$ cat src/rtl/spi_pkg.sv
// Shared types and constants for the SPI responder.
package spi_pkg;

  localparam int SPI_DATA_W = 12;

  typedef enum logic [1:0] {
    IDLE    = 2'd0,
    SHIFT   = 2'd1,
    WAIT_CS = 2'd2
  } spi_slv_state_t;

endpackage

$ cat src/rtl/spi_sync_edge.sv
// Two-flop synchronizer for an asynchronous pin, with one-cycle rise/fall pulses
// derived from the synchronized level and its one-cycle delay.
module spi_sync_edge #(
  parameter logic RST_VAL = 1'b0
) (
  input  logic clk,
  input  logic rst,
  input  logic din_i,
  output logic level_o,
  output logic rise_o,
  output logic fall_o
);

  logic meta_q, sync_q, dly_q;

  always_ff @(posedge clk or negedge rst) begin
    if (!rst) begin
      meta_q <= RST_VAL;
      sync_q <= RST_VAL;
      dly_q  <= RST_VAL;
    end else begin
      meta_q <= din_i;
      sync_q <= meta_q;
      dly_q  <= sync_q;
    end
  end

  assign level_o = sync_q;
  assign rise_o  = sync_q & ~dly_q;
  assign fall_o  = ~sync_q & dly_q;

endmodule

$ cat src/rtl/spi_slave_tx.sv
// SPI mode-0 responder: oversamples sclk/cs/mosi on clk, shifts a queued word out
// on miso and assembles the incoming mosi word, with underrun/abort reporting.
module spi_slave_tx
  import spi_pkg::*;
#(
  parameter int DATA_W    = SPI_DATA_W,
  parameter bit LSB_FIRST = 1'b1
) (
  input  logic              clk,
  input  logic              rst,
  input  logic              sclk,
  input  logic              cs,
  input  logic              mosi,
  output logic              miso,
  input  logic [DATA_W-1:0] tx_data,
  input  logic              tx_valid,
  output logic              tx_ready,
  output logic [DATA_W-1:0] rx_data,
  output logic              rx_done,
  output logic              busy,
  output logic              underrun,
  output logic              frame_err
);

  localparam int CNT_W = $clog2(DATA_W + 1);

  logic sclk_rise, sclk_fall, cs_rise, cs_fall, mosi_s;
  logic sclk_lvl_unused, cs_lvl_unused, mosi_rise_unused, mosi_fall_unused;

  spi_sync_edge #(.RST_VAL(1'b0)) u_sync_sclk (
    .clk(clk), .rst(rst), .din_i(sclk),
    .level_o(sclk_lvl_unused), .rise_o(sclk_rise), .fall_o(sclk_fall)
  );

  // cs idles high, so its synchronizer resets high to avoid a false frame start.
  spi_sync_edge #(.RST_VAL(1'b1)) u_sync_cs (
    .clk(clk), .rst(rst), .din_i(cs),
    .level_o(cs_lvl_unused), .rise_o(cs_rise), .fall_o(cs_fall)
  );

  spi_sync_edge #(.RST_VAL(1'b0)) u_sync_mosi (
    .clk(clk), .rst(rst), .din_i(mosi),
    .level_o(mosi_s), .rise_o(mosi_rise_unused), .fall_o(mosi_fall_unused)
  );

  function automatic logic first_bit(input logic [DATA_W-1:0] w);
    return LSB_FIRST ? w[0] : w[DATA_W-1];
  endfunction

  function automatic logic [DATA_W-1:0] tx_advance(input logic [DATA_W-1:0] w);
    return LSB_FIRST ? {1'b0, w[DATA_W-1:1]} : {w[DATA_W-2:0], 1'b0};
  endfunction

  function automatic logic [DATA_W-1:0] rx_insert(input logic [DATA_W-1:0] w, input logic b);
    return LSB_FIRST ? {b, w[DATA_W-1:1]} : {w[DATA_W-2:0], b};
  endfunction

  spi_slv_state_t    state_q, state_d;
  logic [DATA_W-1:0] hold_q, hold_d;
  logic              hold_full_q, hold_full_d;
  logic [DATA_W-1:0] tx_sh_q, tx_sh_d;
  logic [DATA_W-1:0] rx_sh_q, rx_sh_d;
  logic [CNT_W-1:0]  bit_cnt_q, bit_cnt_d;
  logic              miso_q, miso_d;
  logic [DATA_W-1:0] rx_data_q, rx_data_d;
  logic              rx_upd_q, rx_upd_d;
  logic              rx_done_q;
  logic              underrun_q, underrun_d;
  logic              frame_err_q, frame_err_d;
  logic [DATA_W-1:0] rx_next;

  assign rx_next = rx_insert(rx_sh_q, mosi_s);

  always_comb begin
    state_d     = state_q;
    hold_d      = hold_q;
    hold_full_d = hold_full_q;
    tx_sh_d     = tx_sh_q;
    rx_sh_d     = rx_sh_q;
    bit_cnt_d   = bit_cnt_q;
    miso_d      = miso_q;
    rx_data_d   = rx_data_q;
    rx_upd_d    = 1'b0;
    underrun_d  = 1'b0;
    frame_err_d = 1'b0;

    // Host writes only into an empty holding register, so this never collides
    // with the frame-start load below, which requires a full one.
    if (tx_valid && !hold_full_q) begin
      hold_d      = tx_data;
      hold_full_d = 1'b1;
    end

    case (state_q)
      IDLE: begin
        miso_d = 1'b0;
        if (cs_fall) begin
          state_d   = SHIFT;
          bit_cnt_d = '0;
          rx_sh_d   = '0;
          if (hold_full_q) begin
            tx_sh_d     = hold_q;
            hold_full_d = 1'b0;
            miso_d      = first_bit(hold_q);
          end else begin
            tx_sh_d    = '0;
            underrun_d = 1'b1;
          end
        end
      end
      SHIFT: begin
        if (cs_rise) begin
          state_d     = IDLE;
          miso_d      = 1'b0;
          frame_err_d = 1'b1;
        end else if (sclk_rise) begin
          rx_sh_d   = rx_next;
          bit_cnt_d = bit_cnt_q + 1'b1;
          if (bit_cnt_q == CNT_W'(DATA_W - 1)) begin
            rx_data_d = rx_next;
            rx_upd_d  = 1'b1;
            state_d   = WAIT_CS;
            miso_d    = 1'b0;
          end
        end else if (sclk_fall) begin
          tx_sh_d = tx_advance(tx_sh_q);
          miso_d  = first_bit(tx_advance(tx_sh_q));
        end
      end
      WAIT_CS: begin
        miso_d = 1'b0;
        if (cs_rise) state_d = IDLE;
      end
      default: begin
        state_d = IDLE;
        miso_d  = 1'b0;
      end
    endcase
  end

  always_ff @(posedge clk or negedge rst) begin
    if (!rst) begin
      state_q     <= IDLE;
      hold_full_q <= 1'b0;
      bit_cnt_q   <= '0;
      miso_q      <= 1'b0;
      rx_data_q   <= '0;
      rx_upd_q    <= 1'b0;
      rx_done_q   <= 1'b0;
      underrun_q  <= 1'b0;
      frame_err_q <= 1'b0;
    end else begin
      state_q     <= state_d;
      hold_full_q <= hold_full_d;
      bit_cnt_q   <= bit_cnt_d;
      miso_q      <= miso_d;
      rx_data_q   <= rx_data_d;
      rx_upd_q    <= rx_upd_d;
      rx_done_q   <= rx_upd_q;
      underrun_q  <= underrun_d;
      frame_err_q <= frame_err_d;
    end
  end

  // Pure data registers: their contents only matter once a valid flag or state qualifies them.
  always_ff @(posedge clk) begin
    hold_q  <= hold_d;
    tx_sh_q <= tx_sh_d;
    rx_sh_q <= rx_sh_d;
  end

  assign miso      = miso_q;
  assign tx_ready  = ~hold_full_q;
  assign rx_data   = rx_data_q;
  assign rx_done   = rx_done_q;
  assign busy      = (state_q != IDLE);
  assign underrun  = underrun_q;
  assign frame_err = frame_err_q;

endmodule
$ cat config.mk
export PLATFORM = sky130hd
export DESIGN_NAME = spi_slave_tx
export DESIGN_NICKNAME = d
export VERILOG_FILES = /design/src/rtl/spi_pkg.sv /design/src/rtl/spi_sync_edge.sv /design/src/rtl/spi_slave_tx.sv
export SDC_FILE = /design/constraint.sdc
export NUM_CORES = 1
export LEC_CHECK = 0
export CAP_MARGIN = 10
export CELL_PAD_IN_SITES_DETAIL_PLACEMENT = 0
export CELL_PAD_IN_SITES_GLOBAL_PLACEMENT = 1
export CORE_MARGIN = 3
export CORE_UTILIZATION = 41
export CTS_BUF_LIST = sky130_fd_sc_hd__clkbuf_4 sky130_fd_sc_hd__clkbuf_8
export CTS_CLUSTER_SIZE = 30
export DETAILED_ROUTE_END_ITERATION = 8
export PLACE_DENSITY_LB_ADDON = 0.25
export SLEW_MARGIN = 30
export SYNTH_ARGS = -nofsm -noshare
export SYNTH_HDL_FRONTEND = slang
export SYNTH_SLANG_ARGS = --single-unit
$ cat constraint.sdc
create_clock -name clk -period 2.2 [get_ports clk]
set_input_delay 0.44 -clock clk [delete_from_list [all_inputs] [get_ports clk]]
set_output_delay 0.44 -clock clk [all_outputs]
set_load 0.02 [all_outputs]
Word level (Yosys, flattened, before mapping)
Cells that the tools add are included.
{ "op_classes": {"n_addsub": 1, "n_eq_ne": 13, "n_mux": 40, "bitwise_logic": 10, "n_reduce_logical": 10} }
{ "op_table": {"columns": ["cell", "count"], "rows": [
  ["two-way mux 12 bit", 8],
  ["one-hot mux 12 bit (2 select lines)", 2],
  ["two-way mux 1 bit", 19],
  ["two-way mux 4 bit", 3],
  ["inequality test 2 bit (second input constant)", 6],
  ["AND reduction 4 bit", 3],
  ["two-way mux 2 bit", 5],
  ["inequality test 4 bit (second input constant)", 2],
  ["one-hot mux 4 bit (2 select lines)", 1],
  ["inequality test 3 bit (second input constant)", 2],
  ["inverter 1 bit", 6],
  ["one-hot mux 2 bit (3 select lines)", 1],
  ["AND reduction 5 bit", 1],
  ["adder 4 x 1 -> 4 bit (second input constant)", 1],
  ["AND 1 bit", 4],
  ["equality test 4 bit (second input constant)", 1],
  ["nonzero test 2 bit", 2],
  ["equality test 2 x 1 -> 1 bit (second input constant)", 1],
  ["equality test 2 bit (second input constant)", 1],
  ["logical NOT 2 bit", 1],
  ["one-hot mux 1 bit (2 select lines)", 1],
  ["AND reduction 2 bit", 1],
  ["logical AND 1 bit", 1],
  ["logical NOT 1 bit", 1]
]} }
{ "totals": {"regBits": 68, "out_inout_bits": 18, "elab_cells": 94} }

Logic depth before layout (Yosys ltp)
{ "depth": {"word_depth": 6, "depth_mapped": 6} }

Cells and area by module
From an unflattened synthesis, not the netlist that was laid out.
{ "unflattened": {"cells_unflattened": 175, "area_unflattened_um2": 2532.4} }
{ "by_module_without_submodules": {"columns": ["module", "n_inst", "cells_each", "area_per_inst_um2", "seq_area_each_um2"], "rows": [
  ["spi_slave_tx", 1, 160, 2258.4, 1621.6],
  ["spi_sync_edge at u_sync_mosi ...", 2, 5, 90.1, 75.1],
  ["spi_sync_edge at u_sync_cs", 1, 5, 93.8, 78.8]
]} }

Worst setup path after synthesis
Ideal clock, no wire load.
{ "synth_path": {"path_type": "reg2reg", "start": "reg state_q[1]", "end": "reg tx_sh_q[10], enable pin", "setup_ns": 0.382, "arrival_time_ns": 1.882, "path_slack_ns": -0.064, "path_stages_with_launch": 5, "n_path_buf": 1, "path_cell_list": "dfrtp_1 -> buf_2 -> or2_1 -> or3b_1 -> a21oi_1"} }
{ "synth_via": {"elab_chain_cells": 3, "word_cells_on_any_way": 8} }
{ "synth_rtl": {"columns": ["item", "line", "rtl"], "rows": [
  ["from (decl)", "spi_slave_tx.sv:58", "spi_slv_state_t state_q, state_d;"],
  ["from (signal assigned)", "spi_slave_tx.sv:153", "state_q <= state_d;"],
  ["equality test 2 x 1 -> 1 bit / logical NOT 2 bit (equally long branches)", "spi_slave_tx.sv:94", "case (state_q)"],
  ["inequality test 2 bit (no line) / nonzero test 2 bit (equally long branches)", null, null],
  ["AND reduction 5 bit (no line) *", null, null],
  ["to (signal assigned)", "spi_slave_tx.sv:168", "tx_sh_q <= tx_sh_d;"],
  ["to (decl)", "spi_slave_tx.sv:61", "logic [DATA_W-1:0] tx_sh_q, tx_sh_d;"]
]} }
Every way passes the cells marked *; elsewhere a longest branch is shown, timed or not.
A chain may end at the register's enable or synchronous reset.

Worst setup path after layout
{ "layout_path": {"start": "reg state_q[1]", "end": "out busy"} }
{ "layout_via": {"elab_chain_cells": 1} }
{ "layout_rtl": {"columns": ["item", "line", "rtl"], "rows": [
  ["nonzero test 2 bit", "spi_slave_tx.sv:176", "assign busy = (state_q != IDLE);"],
  ["to (decl)", "spi_slave_tx.sv:20", "output logic busy,"]
]} }
Every way passes these cells.

==> impl_metrics.toml <==
[run_status]
status = "complete, no violations"

[clock_tree]
numClockSinks = 66
htreeDepth = 3
path_clk_slew_ps = 70
hold_buffers = 0
cts_tree = "built"
numCtsBuffers = 9
clock_tree.root_cell = "clkbuf_8"
clk_latency_ps = 340
clockBufferDepth = 2
cts_setup_buffers = 0

[logic_synthesis]
yosys.area_share.simple = 0.1469
synth_area_um2 = 2537
synth_top_family_by_area = "simple AND/OR/NAND/NOR gates"
synth_nets = 201
synth_mux_area_frac = 0.05325
ys_seq_area_frac = 0.7194
synthAdderAreaFrac = 0.01972
synth-seq-cells = 66
synth_compound_area_frac = 0.03797
synthXorXnorAreaFrac = 0
syn_area_per_cell_um2 = 14.18
synth_top_area_frac = 0.4024
synthTopCellsByArea = "edfxtp_1, dfrtp_1, mux2_2"
ys_warn_count = 0
yosysTopAreaCell = "edfxtp_1"
synthCells = 179
synth.distinct_cells = 34

[routing]
drcViolationCount = 0
antenna_left = 0
dr.pass1.iters = 5
wire_per_inst_um = 15.30
vias_per_cell = 4.828
drtIter0Drc = 48
routed_wl_um = 4713
vias = 1487

[cells_and_area]
final_layout_size_suffix_gt1_frac = 0.1974
nNetsFinal = 250
antenna_cells = 0
area_growth_pct = 27.81
final_common_cell = "clkdlybuf4s50_1"
final_cell_mix = "clkdlybuf4s50_1, edfxtp_1, dfrtp_1"
final_core_util = 0.5445

[grt]
first_global_vias = 1665
grt_pass1_wl_um = 7997
grt-ovfl-total = 0
antenna_found_initial = 0
grt_max_degree = 33
track_usage = 0.1466

[pwr]
seqPwrFrac = 0.499
ir_drop_v = 0.0005212
power_frac_comb = 0.148
pwr_density_cell_nw_per_um2 = 961.6
switching_power_uw = 772.8
p_leak_uw = 0.001349
p_sw_frac = 0.2478
p_int_uw = 2346
clkPwrFrac = 0.353

[worst_setup_path]
path_buf_inv = 1
path_max_fanout = 10
cp.required_ps = 1760
path_class = "flop to primary output"
slowest_stage = "clkdlybuf4s50_1"
cp-start-kind = "flop"
critPathMaxStageDelay_ps = 560
cp-end-kind = "primary output"
crit_chain = "or2_1 > clkdlybuf4s50_1"
cp.arrival_ps = 1630
critPathTopFamily = "buffers and inverters"

[timing]
hold_violations = 0
hold_slack_ps = 359.8
period_share = 0.9431
timing.fmax_ghz = 0.4820
finalSetupViolations = 0
slew_viol_final = 0
min_period_ps = 2075
layout_setup_ws_ps = 125.2
slew_headroom = 0.6126
fin_setup_tns_ps = 0
rsz0062_at_grt = "false"
finClkSkew_ps = 12.13
tightest_slew_ps = 580.5

[place]
hpwl_um = 3315
dp_slack_ps = 135.2
io_buffer_count = 35
gp_congestion = 0.7066

[floorplanning]
fp.coreArea_um2 = 5956
die_x_um = 84.67
row_count = 28
die_area_um2 = 7169
pin_count = 36
initial_core_util = 0.4261
fp.dieH_um = 84.67

[min_path]
hold_path.class = "flop to flop"

[run]
max_cap_violations = 0
[power groups by stage]
stage	combinational [uW]	clock [uW]	sequential, uW
finish	461	1100	1560
global route	523	1190	1570
CTS	468	1140	1560
detailed placement	469	0	1580
global placement	452	0	1570
floorplan	261	0	1580
[cells by family after synthesis]
kind of cell | after synthesis
simple gates | 67
flops | 66
compound gates | 17
buf+inv | 13
mux | 12
fa+ha+maj | 4
[state kept, by name, summed over array words and instances, names as in the netlist, 2 cells and up]
register   flops
hold_q        12
rx_data       12
rx_sh_q       11
tx_sh_q       11
bit_cnt_q      4
state_q        2
[per-stage QoR]
step	instance area [um2]	cells	total power (uW)
after detailed placement	3022	292	2052
after global routing	3243	308	3288
after floorplan	2541	179	1838
final	3243	308	3119
after CTS	3239	308	3169
after global placement	3022	292	2027
[path summary, 6_finish.rpt]
check                                             startpoint                            end  slack [ps]  depth (start not counted)
worst max-delay path                  state_q[1]$_DFFE_PN0P_                           busy         130                          2
worst min-delay path            u_sync_mosi.meta_q$_DFF_PN0_  u_sync_mosi.level_o$_DFF_PN0_         360                          0
worst max register to register        state_q[1]$_DFFE_PN0P_           tx_sh_q[4]$_DFFE_PP_         330                          4
worst min register to register  u_sync_mosi.meta_q$_DFF_PN0_  u_sync_mosi.level_o$_DFF_PN0_         360                          0
max in group asynchronous                                rst    u_sync_cs.level_o$_DFF_PN1_        1370                          2
min in group asynchronous                                rst         rx_data[5]$_DFFE_PN0P_         500                          2
[layout make-up]
class | count | area [um2]
Clock buffer | 11 | 138.9
Clock inverter | 5 | 78.83
Fill cell | 505 | 2713
Inverter | 7 | 26.28
Multi-Input combinational cell | 100 | 660.6
Sequential cell | 66 | 1827
Tap cell | 75 | 93.84
Timing Repair Buffer | 44 | 417.9
[timing repair]
item	4_1_cts	5_1_grt
gates resized for setup	0	1
endpoints found under the setup margin	0	1
endpoints found under the hold margin	0	0
[synth_stat cells (all sizes together)]
master,n
nor2,5
a31oi,1
clkbuf,4
a21oi,6
edfxtp,34
or4,1
ha,4
inv,7
nor3b,2
nand3b,1
and3,1
nor2b,2
o31ai,1
a21o,2
buf,2
o21ai,6
or2,1
nand3,12
or3,1
dfrtp,29
nand2b,4
nor3,2
or3b,1
nand4b,1
and2,11
dfstp,3
nand2,22
mux2,12
a21boi,1
[metal layers]
metal / GRT usage / vias up / part of all wire
li1: - / 725 / -
met1: 0.1815 / 713 / 0.44
met2: 0.2285 / 45 / 0.49
met3: 0.06379 / 4 / 0.060
met4: 0.05468 / 0 / 0.0076
met5: 0 / - / 0
Note: power is estimated with default switching activity, not from simulation.
